## src/rtl/spi_master_arb.sv

```systemverilog
`default_nettype none
// ============================================================================
// Module      : spi_master_arb
// Description : Round-robin arbiter in front of a single SPI master (mode 0,
//               MSB first). A granted requester's slave index and TX frame
//               are captured at grant. The frame is then shifted out while
//               MISO is shifted in. A request that targets IDLE_SS completes
//               immediately with err set and no bus activity.
// Revision    : 1.0 - initial release
// ============================================================================
module spi_master_arb #(
  parameter int WIDTH   = 8,
  parameter int N_REQ   = 4,
  parameter int SS_W    = 2,
  parameter int CLK_DIV = 2,
  parameter int IDLE_SS = 2**SS_W-1
) (
  input  logic                       clk,
  input  logic                       rst,
  input  logic [N_REQ-1:0]           req,
  input  logic [N_REQ*SS_W-1:0]      req_slave,
  input  logic [N_REQ*WIDTH-1:0]     req_data,
  output logic [N_REQ-1:0]           grant,
  output logic                       done,
  output logic [$clog2(N_REQ)-1:0]   done_id,
  output logic                       err,
  output logic [WIDTH-1:0]           rx_data,
  output logic                       busy,
  output logic                       SCLK,
  output logic                       MOSI,
  input  logic                       MISO,
  output logic [SS_W-1:0]            SS
);

  localparam int ID_W   = $clog2(N_REQ);
  localparam int DIV_W  = (CLK_DIV > 1) ? $clog2(CLK_DIV) : 1;
  localparam int HALF_W = $clog2(2*WIDTH) + 1;

  localparam logic [DIV_W-1:0]  DIV_LAST       = DIV_W'(CLK_DIV-1);
  localparam logic [HALF_W-1:0] HALF_LAST      = HALF_W'(2*WIDTH-1);
  localparam logic [HALF_W-1:0] HALF_LAST_FALL = HALF_W'(2*WIDTH-2);
  localparam logic [SS_W-1:0]   IDLE_SS_V      = SS_W'(IDLE_SS);

  typedef enum logic [2:0] {
    IDLE  = 3'd0,
    SETUP = 3'd1,
    SHIFT = 3'd2,
    HOLD  = 3'd3,
    DONE  = 3'd4
  } state_t;

  state_t            state_q, state_d;
  logic [DIV_W-1:0]  div_q, div_d;
  logic [HALF_W-1:0] half_q, half_d;
  logic              sclk_q, sclk_d;
  logic [SS_W-1:0]   ss_q, ss_d;
  logic [WIDTH-1:0]  tx_q, tx_d;
  logic [WIDTH-1:0]  rx_q, rx_d;
  logic [ID_W-1:0]   id_q, id_d;
  logic [ID_W-1:0]   last_grant_q, last_grant_d;
  logic [WIDTH-1:0]  rx_data_q, rx_data_d;
  logic [ID_W-1:0]   done_id_q, done_id_d;
  logic              err_q, err_d;

  logic              win_found;
  logic [ID_W-1:0]   win_idx;
  logic [ID_W-1:0]   cand;
  logic [SS_W-1:0]   win_slave;
  logic [WIDTH-1:0]  win_data;
  logic [N_REQ-1:0]  grant_c;
  logic              div_end;

  // Round-robin search: first requester at or after last_grant+1 (mod N_REQ)
  always_comb begin
    win_found = 1'b0;
    win_idx   = last_grant_q;
    cand      = '0;
    for (int k = 1; k <= N_REQ; k++) begin
      cand = ID_W'((int'(last_grant_q) + k) % N_REQ);
      if (!win_found && req[cand]) begin
        win_found = 1'b1;
        win_idx   = cand;
      end
    end
  end

  assign win_slave = req_slave[win_idx*SS_W +: SS_W];
  assign win_data  = req_data[win_idx*WIDTH +: WIDTH];
  assign div_end   = (div_q == DIV_LAST);

  // Next-state and datapath updates; every register holds unless changed below
  always_comb begin
    state_d      = state_q;
    div_d        = div_q;
    half_d       = half_q;
    sclk_d       = sclk_q;
    ss_d         = ss_q;
    tx_d         = tx_q;
    rx_d         = rx_q;
    id_d         = id_q;
    last_grant_d = last_grant_q;
    rx_data_d    = rx_data_q;
    done_id_d    = done_id_q;
    err_d        = err_q;
    grant_c      = '0;

    case (state_q)
      IDLE: begin
        if (win_found) begin
          grant_c      = {{(N_REQ-1){1'b0}}, 1'b1} << win_idx;
          last_grant_d = win_idx;
          id_d         = win_idx;
          div_d        = '0;
          if (win_slave == IDLE_SS_V) begin
            // Rejected: report straight away, bus stays untouched
            state_d   = DONE;
            err_d     = 1'b1;
            done_id_d = win_idx;
            rx_data_d = rx_q;
          end else begin
            // MOSI is tx_q's MSB, so loading the frame presents bit WIDTH-1
            state_d = SETUP;
            ss_d    = win_slave;
            tx_d    = win_data;
            sclk_d  = 1'b0;
          end
        end
      end

      SETUP: begin
        if (div_end) begin
          // Leaving SETUP is the first rising SCLK edge
          state_d = SHIFT;
          div_d   = '0;
          half_d  = '0;
          sclk_d  = 1'b1;
          rx_d    = {rx_q[WIDTH-2:0], MISO};
        end else begin
          div_d = div_q + 1'b1;
        end
      end

      SHIFT: begin
        if (div_end) begin
          div_d = '0;
          if (half_q == HALF_LAST) begin
            state_d = HOLD;
            sclk_d  = 1'b0;
          end else begin
            half_d = half_q + 1'b1;
            sclk_d = ~sclk_q;
            if (!sclk_q) begin
              rx_d = {rx_q[WIDTH-2:0], MISO};
            end else if (half_q != HALF_LAST_FALL) begin
              // Falling edge: advance to next TX bit (not after the last bit)
              tx_d = {tx_q[WIDTH-2:0], 1'b0};
            end
          end
        end else begin
          div_d = div_q + 1'b1;
        end
      end

      HOLD: begin
        if (div_end) begin
          state_d   = DONE;
          ss_d      = IDLE_SS_V;
          tx_d      = '0;
          done_id_d = id_q;
          rx_data_d = rx_q;
          err_d     = 1'b0;
        end else begin
          div_d = div_q + 1'b1;
        end
      end

      DONE: begin
        state_d = IDLE;
      end

      default: begin
        state_d = IDLE;
      end
    endcase
  end

  // State and datapath registers; reset aborts any transfer in flight
  always_ff @(posedge clk) begin
    if (rst) begin
      state_q      <= IDLE;
      div_q        <= '0;
      half_q       <= '0;
      sclk_q       <= 1'b0;
      ss_q         <= IDLE_SS_V;
      tx_q         <= '0;
      rx_q         <= '0;
      id_q         <= '0;
      last_grant_q <= ID_W'(N_REQ-1);
      rx_data_q    <= '0;
      done_id_q    <= '0;
      err_q        <= 1'b0;
    end else begin
      state_q      <= state_d;
      div_q        <= div_d;
      half_q       <= half_d;
      sclk_q       <= sclk_d;
      ss_q         <= ss_d;
      tx_q         <= tx_d;
      rx_q         <= rx_d;
      id_q         <= id_d;
      last_grant_q <= last_grant_d;
      rx_data_q    <= rx_data_d;
      done_id_q    <= done_id_d;
      err_q        <= err_d;
    end
  end

  assign grant   = rst ? '0 : grant_c;
  assign done    = (state_q == DONE);
  assign busy    = (state_q != IDLE);
  assign done_id = done_id_q;
  assign err     = err_q;
  assign rx_data = rx_data_q;
  assign SCLK    = sclk_q;
  assign MOSI    = tx_q[WIDTH-1];
  assign SS      = ss_q;

endmodule
`default_nettype wire

```

## config.mk

```make
export PLATFORM = sky130hd
export DESIGN_NAME = spi_master_arb
export DESIGN_NICKNAME = d
export VERILOG_FILES = /design/src/rtl/spi_master_arb.sv
export SDC_FILE = /design/constraint.sdc
export NUM_CORES = 1
export LEC_CHECK = 0
export CORE_AREA = 5 5 85 87
export DETAILED_ROUTE_END_ITERATION = 10
export DIE_AREA = 0 0 90 92
export MAX_ROUTING_LAYER = met4
export PLACE_DENSITY_LB_ADDON = 0.3
export SYNTH_ARGS = -nofsm -noshare
export SYNTH_HDL_FRONTEND = slang
export SYNTH_SLANG_ARGS = --single-unit
```

## constraint.sdc

```tcl
create_clock -name clk -period 4.8 [get_ports clk]
set_input_delay 1.2 -clock clk [delete_from_list [all_inputs] [get_ports clk]]
set_output_delay 1.2 -clock clk [all_outputs]
set_load 0.02 [all_outputs]
```

==> impl_metrics.json <==
{
  "synth-seq-cells": 43,
  "setup_viol": 0,
  "max_cap_viol_count": 0,
  "grt_max_degree": 54,
  "clk_pin_slew_ps": 80,
  "place_area_um2": 3140,
  "yosys_warnings": 0,
  "track_usage": 0.154,
  "dieWidth_um": 90,
  "crit_family": "buffers and inverters",
  "grt_pass1_wl_um": 10600,
  "die_y_um": 92,
  "slew_headroom": 0.432,
  "crit_path_max_fanout": 21,
  "post_cts_resized": 0,
  "crit_top_cell": "clkdlybuf4s50_1",
  "max_freq_ghz": 0.217,
  "power_leakage_nw": 1.23,
  "wire_per_inst_um": 14.9,
  "min_period_over_period": 0.960,
  "area_growth_pct": 31.3,
  "synth_top_family_by_area": "compound AO/OA/AOI/OAI gates",
  "clk_latency_ps": 280,
  "hold_violations": 0,
  "vdd_drop_max_v": 0.000284,
  "yosys.area_share.simple": 0.252,
  "core.rowCount": 29,
  "ys_types": 49,
  "gp_congestion": 0.876,
  "cts_tree": "built",
  "diodes": 0,
  "dr.pass1.iters": 7,
  "postLayoutCoreUtil": 0.514,
  "synthAdderAreaFrac": 0.0153,
  "dpl.cell_count": 418,
  "avgSynthCellArea_um2": 8.44,
  "post-cts-setup-buffers": 0,
  "post-route-drc-count": 0,
  "drive_gt1_frac": 0.0891,
  "io_pins": 68,
  "ant_nets": 0,
  "start_kind": "primary input",
  "synthFlopType": "dfxtp_1",
  "synth.cell_area_um2": 2460,
  "grt-ovfl-total": 0,
  "fin_crit_ps": 4610,
  "synth_compound_area_frac": 0.257,
  "crit_chain": "clkdlybuf4s50_1 > or2_1 > a21o_1 > and2_4 > nor4_1 > clkdlybuf4s50_1",
  "via_count": 2277,
  "fin_tns_setup_ps": 0,
  "die-area_um2": 8280,
  "post-route-cell-area_um2": 3220,
  "worstPathRequired_ps": 3600,
  "grt_pass1_vias": 2224,
  "synth_xor_area_frac": 0.00357,
  "syn-num-nets": 341,
  "worstSetupPathType": "primary input to output pin",
  "stdcell_count": 425,
  "drt_iter0_markers": 211,
  "cts_hold_buffers": 0,
  "fin_worst_skew_ps": 3.74,
  "synthArstFlopShare": 0,
  "cts.path.max_buffers": 2,
  "cpPeakStageDelay_ps": 680,
  "port_buffers": 67,
  "antenna_found_initial": 0,
  "ys_seq_area_frac": 0.350,
  "min_path_type": "register to register",
  "slew_viol_final": 0,
  "end_kind": "output pin",
  "start_util": 0.391,
  "cp.arrival_ps": 3410,
  "wl_um": 6330,
  "outcome": "complete, no violations",
  "hold_slack_ps": 461,
  "htree_num_levels": 2,
  "coreArea_um2": 6280,
  "dpl.hpwl_um": 4650,
  "slowest_stage": "clkdlybuf4s50_1",
  "p_per_area_nw_per_um2": 479,
  "nets": 398,
  "cts.sinks": 43,
  "synth_mux_area_frac": 0.0652,
  "vias_per_cell": 5.36,
  "worst-path-buf-inv": 2,
  "cts_made_buffers": 5,
  "synth_edf_count": 0,
  "rsz0062_at_grt": "no",
  "worstMarginPinSlew_ps": 852,
  "clock-root-buffer": "clkbuf_8",
  "synthCells": 291
}
==> worst paths after layout <==
kind | from | endpoint | slack, ps | cells past startpoint
worst max-delay path | req[3] | grant[1] | 190 | 6
worst min-delay path | id_q[1] | id_q[1] | 460 | 2
worst max register to register | last_grant_q[0] | rx_data[4] | 2090 | 8
worst min register to register | id_q[1] | id_q[1] | 460 | 2
==> layout make-up <==
class                           instances  area, µm²
Fill cell                             591       3050
Clock buffer                            6       82.6
Tap cell                               77       96.3
Clock inverter                          1       5.00
Timing Repair Buffer                   71        696
Multi-Input combinational cell        220       1460
Inverter                                7       26.3
Sequential cell                        43        861
==> state kept, by name (all words and copies together) (netlist names), 2 cells and up <==
register and cells:
state_q 3, id_q 2, last_grant_q 2, rx_data 8, SS 2, done_id 2, tx_q 8, half_q 5
rx_q 8
==> power by group <==
part,switching (W),internal (W),total [W]
sequential,0.0000716,0.000429,0.000500
clock,0.000114,0.000113,0.000227
combinational,0.000465,0.000353,0.000818
==> synthesized netlist by cell type (all sizes together), types with 7 or more instances <==
cell,count,area (µm²)
a21oi,25,125
nor2,31,116
inv,7,26.3
nand2b,14,87.6
dfxtp,43,861
nand4b,10,87.6
mux2i,16,160
o21ai,15,78.8
clkbuf,14,52.6
buf,7,58.8
nor3,9,45.0
a211oi,13,128
and3,7,43.8
nand2,23,86.3
a221oi,8,87.6
==> cells in the final DEF, fill, tap and decap left out, types with 9 or more instances in the layout <==
cell | synthesis | final
a21oi_1 | 25 | 25
clkdlybuf4s50_1 | 0 | 66
dfxtp_1 | 43 | 43
mux2i_1 | 16 | 16
nand2_1 | 23 | 23
nand2b_1 | 14 | 14
nand4b_1 | 10 | 10
nor2_1 | 31 | 31
nor3_1 | 9 | 9
o21ai_0 | 12 | 12
==> layer usage <==
metal / global-route usage / vias up / share of wire
met3: 0.0360 / 2 / 0.044
met2: 0.235 / 55 / 0.44
met1: 0.211 / 1042 / 0.51
met4: 0.0298 / 0 / 0.0054
li1: - / 1178 / -
met5: - / - / 0
==> kinds of logic after synthesis <==
logic type      after synthesis
buf+inv                      28
simple gates                117
flops                        43
mux                          16
compound gates               83
fa+ha+maj                     3
xor+xnor                      1
==> through the flow <==
step / setup WS (ps) / total power (W)
after floorplan: 831 / 0.00113
after global placement: 287 / 0.00131
after detailed placement: 205 / 0.00133
after CTS: 192 / 0.00156
after global routing: 70.9 / 0.00167
final: 191 / 0.00155
==> tightest hold or removal path, cell delays in order (launching register included) <==
cell and delay (ps):
dfxtp_1 320, nand2_1 50, a21oi_1 50
(Power assumes the default switching activity.)
